`src/rtl/i8255_strobe_in_ctrl.sv`:
```
// Mode 1 strobed-input handshake for one i8255 port: STB# sync/filter, breg latch pulse, IBF/INTR.
// Optional `overrun` status output enabled by defining I8255_STB_OVERRUN_EN.
module i8255_strobe_in_ctrl #(
    parameter int SYNC_STAGES    = 2,
    parameter int STB_MIN_CYCLES = 2
) (
    input  logic clk,
    input  logic reset,
    input  logic stb_n,
    input  logic rd_n,
    input  logic inte,
    output logic latch_en,
    output logic ibf,
`ifdef I8255_STB_OVERRUN_EN
    output logic overrun,
`endif
    output logic intr
);

    localparam logic [3:0] MIN_CNT   = 4'(STB_MIN_CYCLES);
    localparam logic [2:0] PRIME_CNT = 3'(SYNC_STAGES);

    typedef enum logic [1:0] {
        WAIT_HIGH,
        IDLE,
        FILTER,
        LATCHED
    } state_t;

    state_t                 state_q, state_d;
    logic [SYNC_STAGES-1:0] sync_q, sync_d;
    logic [3:0]             count_q, count_d;
    logic [2:0]             prime_q, prime_d;
    logic                   rd_q, rd_d;
    logic                   latch_en_q, latch_en_d;
    logic                   ibf_q, ibf_d;
    logic                   intr_flag_q, intr_flag_d;

    logic s;
    logic primed;
    logic rd_fall;
    logic rd_rise;
    logic latch_issue;
    logic strobe_done;

    always_comb begin
        sync_d  = {sync_q[SYNC_STAGES-2:0], stb_n};
        s       = sync_q[SYNC_STAGES-1];
        rd_d    = rd_n;
        rd_fall = rd_q & ~rd_n;
        rd_rise = ~rd_q & rd_n;
        // The chain resets to 1s, so WAIT_HIGH must ignore s until real samples have flushed through.
        primed  = (prime_q == PRIME_CNT);
        prime_d = primed ? prime_q : prime_q + 3'd1;
    end

    always_comb begin
        state_d     = state_q;
        count_d     = count_q;
        latch_issue = 1'b0;
        strobe_done = 1'b0;
        case (state_q)
            WAIT_HIGH: begin
                if (primed && s) begin
                    state_d = IDLE;
                end
            end
            IDLE: begin
                if (!s) begin
                    count_d = 4'd1;
                    if (MIN_CNT == 4'd1) begin
                        state_d     = LATCHED;
                        latch_issue = 1'b1;
                    end else begin
                        state_d = FILTER;
                    end
                end
            end
            FILTER: begin
                if (s) begin
                    state_d = IDLE;
                    count_d = 4'd0;
                end else begin
                    count_d = count_q + 4'd1;
                    if (count_q + 4'd1 == MIN_CNT) begin
                        state_d     = LATCHED;
                        latch_issue = 1'b1;
                    end
                end
            end
            LATCHED: begin
                if (s) begin
                    state_d     = IDLE;
                    strobe_done = 1'b1;
                    count_d     = 4'd0;
                end
            end
            default: begin
                state_d = WAIT_HIGH;
                count_d = 4'd0;
            end
        endcase
    end

    // Sets are applied after clears so fresh data is never lost to a coincident CPU read.
    always_comb begin
        latch_en_d  = latch_issue;

        ibf_d = ibf_q;
        if (rd_rise) begin
            ibf_d = 1'b0;
        end
        if (latch_issue) begin
            ibf_d = 1'b1;
        end

        intr_flag_d = intr_flag_q;
        if (rd_fall) begin
            intr_flag_d = 1'b0;
        end
        if (strobe_done && ibf_q) begin
            intr_flag_d = 1'b1;
        end
    end

    always_ff @(posedge clk) begin
        if (reset) begin
            state_q     <= WAIT_HIGH;
            sync_q      <= '1;
            count_q     <= 4'd0;
            prime_q     <= 3'd0;
            rd_q        <= 1'b1;
            latch_en_q  <= 1'b0;
            ibf_q       <= 1'b0;
            intr_flag_q <= 1'b0;
        end else begin
            state_q     <= state_d;
            sync_q      <= sync_d;
            count_q     <= count_d;
            prime_q     <= prime_d;
            rd_q        <= rd_d;
            latch_en_q  <= latch_en_d;
            ibf_q       <= ibf_d;
            intr_flag_q <= intr_flag_d;
        end
    end

`ifdef I8255_STB_OVERRUN_EN
    logic overrun_q, overrun_d;

    always_comb begin
        overrun_d = overrun_q;
        if (rd_rise) begin
            overrun_d = 1'b0;
        end
        if (latch_issue && ibf_q) begin
            overrun_d = 1'b1;
        end
    end

    always_ff @(posedge clk) begin
        if (reset) begin
            overrun_q <= 1'b0;
        end else begin
            overrun_q <= overrun_d;
        end
    end

    assign overrun = overrun_q;
`endif

    assign latch_en = latch_en_q;
    assign ibf      = ibf_q;
    assign intr     = intr_flag_q & inte;

endmodule
```
`config.mk`:
```
export PLATFORM = sky130hd
export DESIGN_NAME = i8255_strobe_in_ctrl
export DESIGN_NICKNAME = d
export VERILOG_FILES = /design/src/rtl/i8255_strobe_in_ctrl.sv
export SDC_FILE = /design/constraint.sdc
export NUM_CORES = 1
export LEC_CHECK = 0
export BUFFER_PORTS_ARGS = -buffer_cell sky130_fd_sc_hd__buf_4
export CAP_MARGIN = 20
export CORE_MARGIN = 8
export CORE_UTILIZATION = 59
export DETAILED_ROUTE_END_ITERATION = 7
export PLACE_DENSITY = 0.79
export SYNTH_ARGS = -nofsm -noshare
export SYNTH_HDL_FRONTEND = slang
export SYNTH_SLANG_ARGS = --single-unit
export TNS_END_PERCENT = 5
```
`constraint.sdc`:
```
create_clock -name clk -period 3.6 [get_ports clk]
set_input_delay 0.36 -clock clk [delete_from_list [all_inputs] [get_ports clk]]
set_output_delay 0.36 -clock clk [all_outputs]
set_load 0.03 [all_outputs]
```
; ---- Yosys cells after proc, flatten, opt, wreduce, memory -nomap -nowiden
; Index checks and enable logic that the tools add are counted.
[classes]
eq_ne = 9
bitwise = 5
n_mux = 19
reduce_logical = 8
addsub = 2
[ops]
columns = cell, n
row1 = 4-bit two-way mux, 3
row2 = 4-bit case mux with 3 select lines, 1
row3 = 2-bit two-way mux, 5
row4 = 1-bit two-way mux, 9
row5 = 2-bit case mux with 4 select lines, 1
row6 = 2-bit inequality test (second input constant), 3
row7 = 4-bit by 1-bit adder with 4-bit output (second input constant), 1
row8 = 2-bit equality test (second input constant), 2
row9 = 4-bit by 2-bit equality test with 1-bit output (second input constant), 1
row10 = 4-bit AND reduction, 1
row11 = 2-bit nonzero test, 2
row12 = 3-bit by 1-bit adder with 3-bit output (second input constant), 1
row13 = 1-bit AND, 3
row14 = 3-bit by 2-bit equality test with 1-bit output (second input constant), 1
row15 = 3-bit inequality test (second input constant), 1
row16 = 3-bit AND reduction, 1
row17 = 3-bit nonzero test, 1
row18 = 2-bit by 1-bit equality test with 1-bit output (second input constant), 1
row19 = 1-bit logical AND, 2
row20 = 2-bit zero test, 1
row21 = 1-bit inverter, 2
[totals]
regBits = 15
word_cells = 51
output_inout_bits = 3
in_bits = 5

; ---- Logic depth before layout (Yosys ltp)
; Gate-level depths: netlist of run 1.
[depth]
word_depth = 6
mapped_depth = 7
depth_no_buf = 7

; ---- Worst setup path after synthesis of run 1
; No wires, ideal clock.
[synth_path]
path_kind = reg-to-reg
start = register count_q[0]
end = register state_q[0]
setup_ns = 0.121
period_less_slack_ns = 1.808
t_arrival_ns = 1.687
path_stages_with_launch = 7
path_slack_ns = 1.792
required_ns = 3.479
cell_sequence = dfxtp_1 > ha_1 > and2_1 > a21oi_1 > or3b_4 > a31oi_4 > mux2_4
[synth_between]
elab_chain_cells = 4
[synth_rtl]
columns = item, line
row1 = from (decl), 32  ; logic [3:0] count_q, count_d;
row2 = from (signal assigned), 139  ; count_q <= count_d;
row3 = 4-bit by 1-bit adder with 4-bit output, 85  ; if (count_q + 4'd1 == MIN_CNT) begin
row4 = 4-bit by 2-bit equality test with 1-bit output, 85
row5 = 3-bit inequality test (no line), --
row6 = 4-bit AND reduction (no line), --
row7 = to (signal assigned), 137  ; state_q <= state_d;
row8 = to (decl), 30  ; state_t state_q, state_d;
; Every way passes these cells.
; A chain may end at the register's enable or synchronous reset.

; ---- Worst setup path after layout of run 1
; Ends and elaborated chain as after synthesis.

==> results of run 1 <==
-- cells in the final DEF (no fill, tap or decap) --
cell type	synthesis	layout
buf_4	0	7
clkbuf_1	2	1
a21oi_1	7	7
xnor2_1	1	1
nand4b_1	2	2
nand2b_1	2	2
mux2_4	2	2
nand3_1	3	3
nand4_1	1	1
and3_1	1	1
o221ai_1	1	1
or3b_4	1	1
mux2i_1	2	2
o21ai_0	7	7
clkbuf_4	0	3
nor3_1	1	1
nor2_1	13	13
nor2b_1	2	2
a211oi_2	1	1
a31oi_4	1	1
and2_1	2	2
dfxtp_1	15	15
ha_1	9	9
a211oi_1	1	1
nand2_1	3	3
inv_1	6	6
or2_2	3	3
-- cell usage after synthesis --
cell | instances | area share, %
o221ai_1 | 1 | 1.1
a211oi_2 | 1 | 1.6
nand2b_1 | 2 | 1.6
a31oi_4 | 1 | 2.7
mux2_4 | 2 | 3.8
or2_2 | 3 | 2.3
or3b_4 | 1 | 1.4
o21ai_0 | 7 | 4.4
nor2b_1 | 2 | 1.6
nand3_1 | 3 | 1.9
a21oi_1 | 7 | 4.4
xnor2_1 | 1 | 1.1
nand4b_1 | 2 | 2.2
nor3_1 | 1 | 0.63
inv_1 | 6 | 2.8
ha_1 | 9 | 14
dfxtp_1 | 15 | 38
nand2_1 | 3 | 1.4
and3_1 | 1 | 0.78
nand4_1 | 1 | 0.78
nor2_1 | 13 | 6.1
and2_1 | 2 | 1.6
a211oi_1 | 1 | 0.94
mux2i_1 | 2 | 2.5
clkbuf_1 | 2 | 0.94
-- power by group through the flow --
stage,clock (W),sequential (W),combinational [W]
after floorplan,0,0.000211,0.000149
after global placement,0,0.000214,0.000171
after detailed placement,0,0.000218,0.000181
after CTS,0.000103,0.000214,0.000182
after global routing,0.000110,0.000218,0.000204
final,0.0000990,0.000214,0.000181
-- per-layer routing --
metal / vias to the layer above / track usage (%) / routed length (um)
met5: - / 0 / 0
met4: 0 / 5.172 / 31
met3: 4 / 4.261 / 97
met2: 16 / 22.85 / 769
met1: 297 / 11.43 / 640
li1: 319 / - / -
-- layout make-up --
class                           count  area share, %
Multi-Input combinational cell     66          52.74
Sequential cell                    15          33.76
Timing Repair Buffer                7          5.907
Clock buffer                        4          2.954
Inverter                            6          2.532
Tap cell                           15          2.110
-- worst min-delay path by stage --
stage	to	slack, ns	depth (start not counted)
after global placement	sync_q[1]	0.40	1
after global routing	sync_q[0]	0.24	2
final	sync_q[0]	0.25	2
after floorplan	sync_q[1]	0.39	1
after detailed placement	sync_q[1]	0.40	1
after CTS	sync_q[0]	0.24	2
-- logic make-up after synthesis --
kind of cell               after synthesis  synth area share [%]
AOI/OAI and AO/OA                       18                 15.02
adders and majority gates                9                 14.08
muxes                                    4                 6.260
and+or+nand+nor                         34                 22.22
xor gates and xnor gates                 1                 1.096
buffers and inverters                    8                 3.756
DFF                                     15                 37.56
-- critical path, cell delays in order (launching register included) --
cell and delay, ns:
dfxtp_1 0.42, ha_1 0.28, and2_1 0.15, a21oi_1 0.07, or3b_4 0.39, a31oi_4 0.22
mux2_4 0.32
-- registers in the layout (all words and copies together) (netlist names) --
| name | count |
|---|---|
| sync_q | 2 |
| ibf | 1 |
| rd_q | 1 |
| state_q | 2 |
| intr_flag_q | 1 |
| count_q | 4 |
| prime_q | 3 |
| latch_en | 1 |
-- through the flow --
step | power [W] | hold slack [ns] | instances | setup WS (ns)
3_5_place_dp | 0.0003990 | 0.3974 | 109 | 1.671
3_3_place_gp | 0.0003849 | 0.3983 | 109 | 1.761
2_1_floorplan | 0.0003604 | 0.3895 | 89 | 1.792
4_1_cts | 0.0004988 | 0.2415 | 113 | 1.654
6_report | 0.0004939 | 0.2469 | 113 | 1.651
5_1_grt | 0.0005327 | 0.2428 | 113 | 1.573
==> results.md, run 1 <==
- Outcome: finished clean
- CTS tree: built
- Layout cells sized above 1: 18.37%
- Internal power: approximately 0.00032 W
- Hold Crit Class: primary input to flip-flop
- Die area: 2789 um^2
- CORE AREA: 1285 um^2
- Max-cap viol count: 0
- Final period util: 54.15%
- Final instance area: approximately 890 um^2
- Final Net Count: 113
- Htree depth: 1
- WP data required: 3.78 ns
- Worst slew margin: 69.24%
- Vias per inst: 5.628
- Multi-input gate area: between 400 and 500 um^2
- Mapped Cells: 89
- Power Density: approximately 560 nW/um^2
- Critical R2R Capture: state_q[0]
- Register area: approximately 300 um^2
- Min Clock Period, post-route: 1.949 ns
- Fmax: just over 500 MHz
- Final ANT Viol Nets: 0
- Final wirelength: about 1500 um
- Clock skew: 0.001264 ns
- Die Wd: between 50 and 60 um
- Die Span Y: 52.81 um
- Bufs on Longest Clock Path: 2
- Net switching power: roughly 0.00017 W
- Clock share of power: between 20% and 30%
- Synth cell types: 25
- Final Setup Violations: 0
- Fin util: 69.23%
- Worst r2r src: count_q[0]
- Clock tree root driver cell: clkbuf_4
- Slew Viols, Final: 0
- Setup TNS Final: 0 ns
- GR Overflow Total: 0
- CP arrival: approximately 2.1 ns
- Peak supply drop: around 0.30 mV
- Worst-margin pin slew: between 0.4 and 0.5 ns
- RSZ-0062 raised after global routing: no
- CP endpoint: state_q[0]
- R2r setup slk: 1.65 ns
- CTS Buf Count: 3
- Synthesized flop and latch total: 15
- Initial antenna violation count: 0
- CTS Hold Bufs: 0
- Port bufs: 7
- Crit path max fanout: 6
- DRC Markers: 0
- All-Layer GR Usage: about 12%
- Sequential share of the synthesized area: a little under two fifths
- Syn Area/Cell: around 9.0 um^2
- Placed Area: between 800 and 900 um^2
- Synthesized Nets: just over 100
- Worst-Skew Late Latency: just under 0.3 ns
- Boundary Pins: 8
- Drt wl/cell: 13.61 um
- Initial Util: around 62%
- CP Launch Type: flip-flop
- Area of the mapped netlist: 799.5 um^2
- Clk pin slew, worst setup/hold paths: 0.09 ns
- Worst Hold Launch: stb_n
- Rows: 13
- Power share of the combinational group: between 30% and 40%
- Initial detailed-routing violation count: 17
- Beginning of the critical path: count_q[0]
- Worst reg-to-reg path cell count: 6
- Gates resized, CTS repair: 0
- # Post-CTS Setup Buffers: 0
- CP Capture Type: flip-flop
- Final HPWL DP: roughly 1200 um
- Critical path class: flip-flop to flip-flop
- P_leak: between 0.3 and 0.4 nW
- Number of detailed-route iterations in the first pass: 4
- Vias: 636
- Seq pwr share: between 40% and 50%
- Largest net degree at the start of global routing: 18
- GP Congestion: approximately 0.79
- Global-route wire length before repair: around 2500 um
- Clock Sinks: 15
- Sw Share: a little over a third
- P&R area growth vs syn: 11.27%
- Yosys warning total: 0
- Vias in the first global route: just over 600
- Antenna Cells: 0
- Fin. Hold Viols: 0
- Fill cell count: around 100
No activity file was read; power rests on OpenSTA's default activity.
==> run 2, diff against run 1 <==
--- a/config.mk
+++ b/config.mk
@@ -8,9 +8,9 @@
 export BUFFER_PORTS_ARGS = -buffer_cell sky130_fd_sc_hd__buf_4
 export CAP_MARGIN = 20
 export CORE_MARGIN = 8
-export CORE_UTILIZATION = 59
+export CORE_UTILIZATION = 50
 export DETAILED_ROUTE_END_ITERATION = 7
-export PLACE_DENSITY = 0.79
+export PLACE_DENSITY = 0.71
 export SYNTH_ARGS = -nofsm -noshare
 export SYNTH_HDL_FRONTEND = slang
 export SYNTH_SLANG_ARGS = --single-unit
==> constraint.sdc (replaced) <==
create_clock -name clk -period 1.65 [get_ports clk]
set_input_delay 0.165 -clock clk [delete_from_list [all_inputs] [get_ports clk]]
set_output_delay 0.165 -clock clk [all_outputs]
set_load 0.03 [all_outputs]
==> results.md, run 2 (synthesis gave the netlist of run 1 again) <==
- WHS: 0.07108 ns (was 0.2469 ns)
- Place WS: -0.04631 ns (was 1.671 ns)
- Fmax: 580.4 MHz (was 513.0 MHz)
- GR Overflow Total: 0 (unchanged)
- Antenna Cells: 0 (unchanged)
- GP Congestion: 0.8050 (was 0.7892)
- Outcome: complete, but fails checks (was finished clean)
- Peak supply drop: 0.5753 mV (was 0.2965 mV)
- Vias per inst: 5.311 (was 5.628)
- Final Setup Violations: 2 (was 0)
- Htree depth: 1 (unchanged)
- Clock tree root driver cell: clkbuf_4 (unchanged)
- Fill cell count: 140 (was 103)
- Fin. Hold Viols: 0 (unchanged)
- Power Density: 1145 nW/um^2 (was 555.1 nW/um^2)
- All-Layer GR Usage: 9.689% (was 12.18%)
- CP Launch Type: flip-flop (unchanged)
- Vias in the first global route: 615 (was 623)
- Max FFs per register: 4 (unchanged)
- Final wirelength: 1500 um (was 1538 um)
- Setup TNS Final: -0.1442 ns (was 0 ns)
- Final std cells w/o fill: 122 (was 113)
- Initial detailed-routing violation count: 7 (was 17)
- Min Clock Period, post-route: 1.723 ns (was 1.949 ns)
- Initial Util: 53.07% (was 62.22%)
- Clock Sinks: 15 (unchanged)
- WP data required: 1.83 ns (was 3.78 ns)
- Register area: 307.8 um^2 (was 300.3 um^2)
- Worst slew margin: 74.81% (was 69.24%)
- Final HPWL DP: 1110 um (was 1158 um)
- Global-route wire length before repair: 2573 um (was 2539 um)
- Die Span Y: 55.99 um (was 52.81 um)
- Slew Viols, Final: 0 (unchanged)
- Max-cap viol count: 0 (unchanged)
- Die Wd: 55.99 um (was 52.81 um)
- Boundary Pins: 8 (unchanged)
- Top reg by flops: count_q (unchanged)
- Crit path max fanout: 6 (unchanged)
- Final Net Count: 121 (was 113)
- Worst-path cell chain: ha_4 -> and2_4 -> a21oi_2 -> or3b_4 -> a31oi_4 -> mux2_4 (was ha_1 -> and2_1 -> a21oi_1 -> or3b_4 -> a31oi_4 -> mux2_4)
- Crit-path slowest cell: dfxtp_4 (was dfxtp_1)
- P&R area growth vs syn: 22.22% (was 11.27%)
- Failing checks: setup timing
- Vias: 648 (was 636)
- Initial antenna violation count: 0 (unchanged)
- Net switching power: 0.0003742 W (was 0.0001731 W)
- Multi-input gate area: 488.0 um^2 (was 469.2 um^2)
- RSZ-0062 raised after global routing: yes (was no)
- Drt wl/cell: 12.30 um (was 13.61 um)
- Hold Crit Class: primary input to flip-flop (unchanged)
- Port bufs: 7 (unchanged)
- Clock skew: 0.01042 ns (was 0.001264 ns)
- CTS tree: built (unchanged)
- Overall Power: 0.001118 W (was 0.0004939 W)
- Biggest cell delay along the critical path: 0.39 ns (was 0.42 ns)
- Largest registers: count_q x4, prime_q x3 (unchanged)
- Final ANT Viol Nets: 0 (unchanged)
- Sw Share: 33.46% (was 35.05%)
- Clock share of power: 18.6% (was 20.0%)
- CP arrival: 1.90 ns (was 2.13 ns)
- Final period util: 104.4% (was 54.15%)
- Rows: 14 (was 13)
- Most common cell after layout, fill and taps aside: buf_4 (was dfxtp_1)
- Post-route setup slack: -0.07291 ns (was 1.651 ns)
- Placed instance count: 118 (was 109)
- Power share of the combinational group: 40.0% (was 36.6%)
- Largest net degree at the start of global routing: 18 (unchanged)
- Seq pwr share: 41.3% (was 43.4%)
- Commonest cells after routing, fill and taps aside: buf_4, nor2_1, dfxtp_1 (was dfxtp_1, nor2_1, ha_1)
- Bufs on Longest Clock Path: 2 (unchanged)
- Worst-margin pin slew: 0.3770 ns (was 0.4605 ns)
- CTS Hold Bufs: 0 (unchanged)
- CP Capture Type: flip-flop (unchanged)
- P_leak: 0.4017 nW (was 0.3600 nW)
- CORE AREA: 1506 um^2 (was 1285 um^2)
- Die area: 3134 um^2 (was 2789 um^2)
- Internal power: 0.0007443 W (was 0.0003207 W)
- DRC Markers: 0 (unchanged)
- Worst-Skew Late Latency: 0.28 ns (was 0.29 ns)
- Clk pin slew, worst setup/hold paths: 0.09 ns (about the same)
- Number of detailed-route iterations in the first pass: 4 (unchanged)
- Critical path class: flip-flop to flip-flop (unchanged)
- Layout cells sized above 1: 29.25% (was 18.37%)
- CTS Buf Count: 3 (unchanged)
[run 2: path summary, 6_finish.rpt]
path | slack [ns] | from | cells past startpoint | end
hold reg to reg | 0.42 | sync_q[0] | 1 | sync_q[1]
hold / removal | 0.07 | stb_n | 2 | sync_q[0]
setup reg to reg | -0.07 | count_q[0] | 6 | state_q[1]
setup / recovery | -0.07 | count_q[0] | 6 | state_q[1]
[run 2: metal layers]
| layer | wire length, um | vias up | GRT usage (%) | share of wire (%) |
|---|---|---|---|---|
| li1 | - | 337 | - | - |
| met1 | 629 | 301 | 10.49 | 42 |
| met2 | 772 | 10 | 17.27 | 51 |
| met3 | 97 | 0 | 2.968 | 6.5 |
| met4 | 0 | 0 | 3.093 | 0 |
| met5 | 0 | - | 0 | 0 |
[run 2: area by class of cell]
type	instances	area share, %
Clock buffer	4	2.689
Multi-Input combinational cell	66	49.94
Sequential cell	15	31.50
Inverter	6	2.305
Timing Repair Buffer	15	11.52
Tap cell	16	2.049
[run 2: through the flow]
stage / utilization, % / cell area, um^2
floorplan: - / 819.5
global placement: 62.71 / 944.7
detailed placement: 62.71 / 944.7
CTS: 64.87 / 977.2
global route: 64.87 / 977.2
finish: 64.87 / 977.2
[run 2: critical path, delay by kind of cell (launching register included)]
family,cells,cell delay [ns]
muxes,1,0.31
AOI/OAI and AO/OA,2,0.26
adders and majority gates,1,0.14
DFF,1,0.39
and+or+nand+nor,2,0.53
[run 2: power groups by stage]
stage | logic [W] | registers (W) | clock network [W]
5_1_grt | 0.000497 | 0.000471 | 0.000231
2_1_floorplan | 0.000326 | 0.000466 | 0
6_report | 0.000448 | 0.000462 | 0.000208
4_1_cts | 0.000453 | 0.000463 | 0.000214
3_5_place_dp | 0.000444 | 0.000472 | 0
3_3_place_gp | 0.000428 | 0.000468 | 0
[run 2: what timing repair did]
item | 4_1_cts | 5_1_grt
buffers inserted | 0 | 0
gates resized for setup | 2 | 0
gates cloned | 0 | 0
setup endpoints to repair | 2 | 3
==> run 3, diff against run 2 <==
--- a/config.mk
+++ b/config.mk
@@ -5,6 +5,7 @@
 export SDC_FILE = /design/constraint.sdc
 export NUM_CORES = 1
 export LEC_CHECK = 0
+export ABC_AREA = 1
 export BUFFER_PORTS_ARGS = -buffer_cell sky130_fd_sc_hd__buf_4
 export CAP_MARGIN = 20
 export CORE_MARGIN = 8
==> results.md, run 3 <==
- Initial detailed-routing violation count: 8 (was 7)
- Fin. Hold Viols: 0 (unchanged)
- CTS tree: built (unchanged)
- Beginning of the critical path: state_q[0] (was count_q[0])
- CTS Buf Count: 3 (unchanged)
- Vias per inst: 4.748 (was 5.311)
- Final ANT Viol Nets: 0 (unchanged)
- Htree depth: 1 (unchanged)
- Vias: 603 (was 648)
- Number of detailed-route iterations in the first pass: 4 (unchanged)
- GP Congestion: 0.7125 (was 0.8050)
- Clock tree root driver cell: clkbuf_4 (unchanged)
- CP Capture Type: flip-flop (unchanged)
- P&R area growth vs syn: 11.94% (was 22.22%)
- GRT busiest layer: met2 (unchanged)
- Sequential share of the synthesized area: 38.22% (was 37.56%)
- Fmax: 702.3 MHz (was 580.4 MHz)
- Crit-path slowest cell: dfxtp_1 (was dfxtp_4)
- Routing usage on met3: 3.196% (was 2.968%)
- Async SR Flop Fraction: 0% (unchanged)
- Worst Hold Launch: stb_n (unchanged)
- Clk pin slew, worst setup/hold paths: 0.09 ns (about the same)
- Worst-margin pin slew: 0.2805 ns (was 0.3770 ns)
- DRC Markers: 0 (unchanged)
- Initial Util: 52.77% (was 53.07%)
- Die area: 3096 um^2 (was 3134 um^2)
- Die Span Y: 55.64 um (was 55.99 um)
- Top FF cell, synth: dfxtp_1 (unchanged)
- Largest net degree at the start of global routing: 10 (was 18)
- P_leak: 0.4092 nW (was 0.4017 nW)
- Worst-Skew Late Latency: 0.28 ns (about the same)
- Min Clock Period, post-route: 1.424 ns (was 1.723 ns)
- CTS Hold Bufs: 0 (unchanged)
- Yosys top cell area share: 38.22% (was 37.56%)
- Peak supply drop: 0.6106 mV (was 0.5753 mV)
- Bufs on Longest Clock Path: 2 (unchanged)
- CP Launch Type: flip-flop (unchanged)
- Synthesized Nets: 115 (was 103)
- Critical path class: flip-flop to flip-flop (unchanged)
- Biggest cell delay along the critical path: 0.39 ns (about the same)
- GRT met2 Usage: 13.94% (was 17.27%)
- Clock skew: 0.001655 ns (was 0.01042 ns)
- Yosys top cell by area: dfxtp_1 (unchanged)
- Synthesized flop and latch total: 15 (unchanged)
- Vias in the first global route: 579 (was 615)
- Rows: 14 (unchanged)
- Clock Sinks: 15 (unchanged)
- Crit path max fanout: 4 (was 6)
- Final instance area: 879.6 um^2 (was 977.2 um^2)
- Final Net Count: 126 (was 121)
- Area of the mapped netlist: 785.8 um^2 (was 799.5 um^2)
- Boundary Pins: 8 (unchanged)
- Drt wl/cell: 10.39 um (was 12.30 um)
- Met1 Track Usage GR: 10.09% (was 10.49%)
- RSZ-0062 raised after global routing: no (was yes)
- Worst slew margin: 81.30% (was 74.81%)
- Most frequent cell after synthesis: nand2_1 (was dfxtp_1)
- Hold Crit Class: primary input to flip-flop (unchanged)
- Worst r2r src: state_q[0] (was count_q[0])
- GR Overflow Total: 0 (unchanged)
- Final Setup Violations: 0 (was 2)
- Mapped Cells: 101 (was 89)
- # Post-CTS Setup Buffers: 0 (unchanged)
- Power Density: 1273 nW/um^2 (was 1145 nW/um^2)
- Global-route wire length before repair: 2311 um (was 2573 um)
- Synth cell types: 20 (was 25)
- Post-route setup slack: 0.2260 ns (was -0.07291 ns)
- Outcome: finished clean (was complete, but fails checks)
- Layout cells sized above 1: 22.52% (was 29.25%)
- Most common cell after layout, fill and taps aside: nand2_1 (was buf_4)
- Final std cells w/o fill: 127 (was 122)
- WP data required: 1.83 ns (about the same)
- Slew Viols, Final: 0 (unchanged)
- Commonest cells after routing, fill and taps aside: nand2_1, inv_1, dfxtp_1 (was buf_4, nor2_1, dfxtp_1)
- Final wirelength: 1319 um (was 1500 um)
- Antenna Cells: 0 (unchanged)
- Synth top area cells: dfxtp_1, ha_1, nand2_1, inv_1, a21oi_1 (was dfxtp_1, ha_1, nor2_1, a21oi_1, o21ai_0)
- Die Wd: 55.64 um (was 55.99 um)
- Placed Area: 853.3 um^2 (was 944.7 um^2)
- Top reg by flops: count_q (unchanged)
- Max-cap viol count: 0 (unchanged)
- Port bufs: 7 (unchanged)
- Worst-path cell chain: inv_1 -> ha_1 -> nand2_1 -> inv_1 -> o21ai_0 -> nand3_1 -> nand2_1 -> nor2_1 (was ha_4 -> and2_4 -> a21oi_2 -> or3b_4 -> a31oi_4 -> mux2_4)
- Syn Area/Cell: 7.780 um^2 (was 8.983 um^2)
- Final HPWL DP: 1058 um (was 1110 um)
- Place WS: 0.2362 ns (was -0.04631 ns)
- Initial antenna violation count: 0 (unchanged)
- Yosys warning total: 0 (unchanged)
- CORE AREA: 1489 um^2 (was 1506 um^2)
- All-Layer GR Usage: 8.915% (was 9.689%)
- EDFF count, synth: 0 (unchanged)
- Largest registers: count_q x4, prime_q x3 (unchanged)
- Final period util: 86.30% (was 104.4%)
- Gates resized, CTS repair: 0 (was 2)
- Max FFs per register: 4 (unchanged)
- CP arrival: 1.60 ns (was 1.90 ns)
- Placed instance count: 123 (was 118)
- Setup TNS Final: 0 ns (was -0.1442 ns)
- WHS: 0.06913 ns (was 0.07108 ns)
- Synth top cells by count: nand2_1, inv_1, dfxtp_1, ha_1 (was dfxtp_1, nor2_1, ha_1, a21oi_1, o21ai_0)
[run 3: final timing paths]
check	cells after the start	endpoint	slack [ns]
min	2	sync_q[0]	0.07
max	8	state_q[1]	0.23
max reg2reg	8	state_q[1]	0.23
min reg2reg	1	sync_q[1]	0.42
[run 3: stage by stage]
| step | power [W] | util [%] |
|---|---|---|
| after floorplan | 0.0008335 | - |
| after global placement | 0.0009062 | 57.31 |
| after detailed placement | 0.0009249 | 57.31 |
| after CTS | 0.001136 | 59.08 |
| after global routing | 0.001233 | 59.08 |
| final | 0.001120 | 59.08 |
[run 3: cell type report]
class | instances | area (um^2)
inverter | 18 | 67.56
tap | 16 | 20.02
multi-input combinational | 67 | 412.9
timing repair buffer | 7 | 52.55
clock buffer | 4 | 26.28
sequential | 15 | 300.3
fill | 144 | 609.3
[run 3: routing by layer]
metal	wire length [um]	up-vias
met3	48	2
li1	-	335
met2	601	8
met4	9	0
met5	0	-
met1	659	258
[run 3: where the power goes]
group	total (W)	leakage (nW)	internal [W]	switching, W
logic	0.000429	0.271	0.000170	0.000259
registers	0.000485	0.123	0.000426	0.0000595
clock network	0.000206	0.0150	0.0000937	0.000112
[run 3: worst max-delay path: cells and delay by family, from the launching register on]
kind	cells	cell delay, ns
flops	1	0.39
simple gates	4	0.36
fa+ha+maj	1	0.23
buf+inv	2	0.20
compound gates	1	0.16
[run 3: kinds of logic after synthesis]
family                     after synthesis  synth area share (%)
and+or+nand+nor                         41                 25.32
buffers and inverters                   19                 9.236
DFF                                     15                 38.22
AOI/OAI and AO/OA                       16                 11.78
adders and majority gates                9                 14.33
xor gates and xnor gates                 1                 1.115
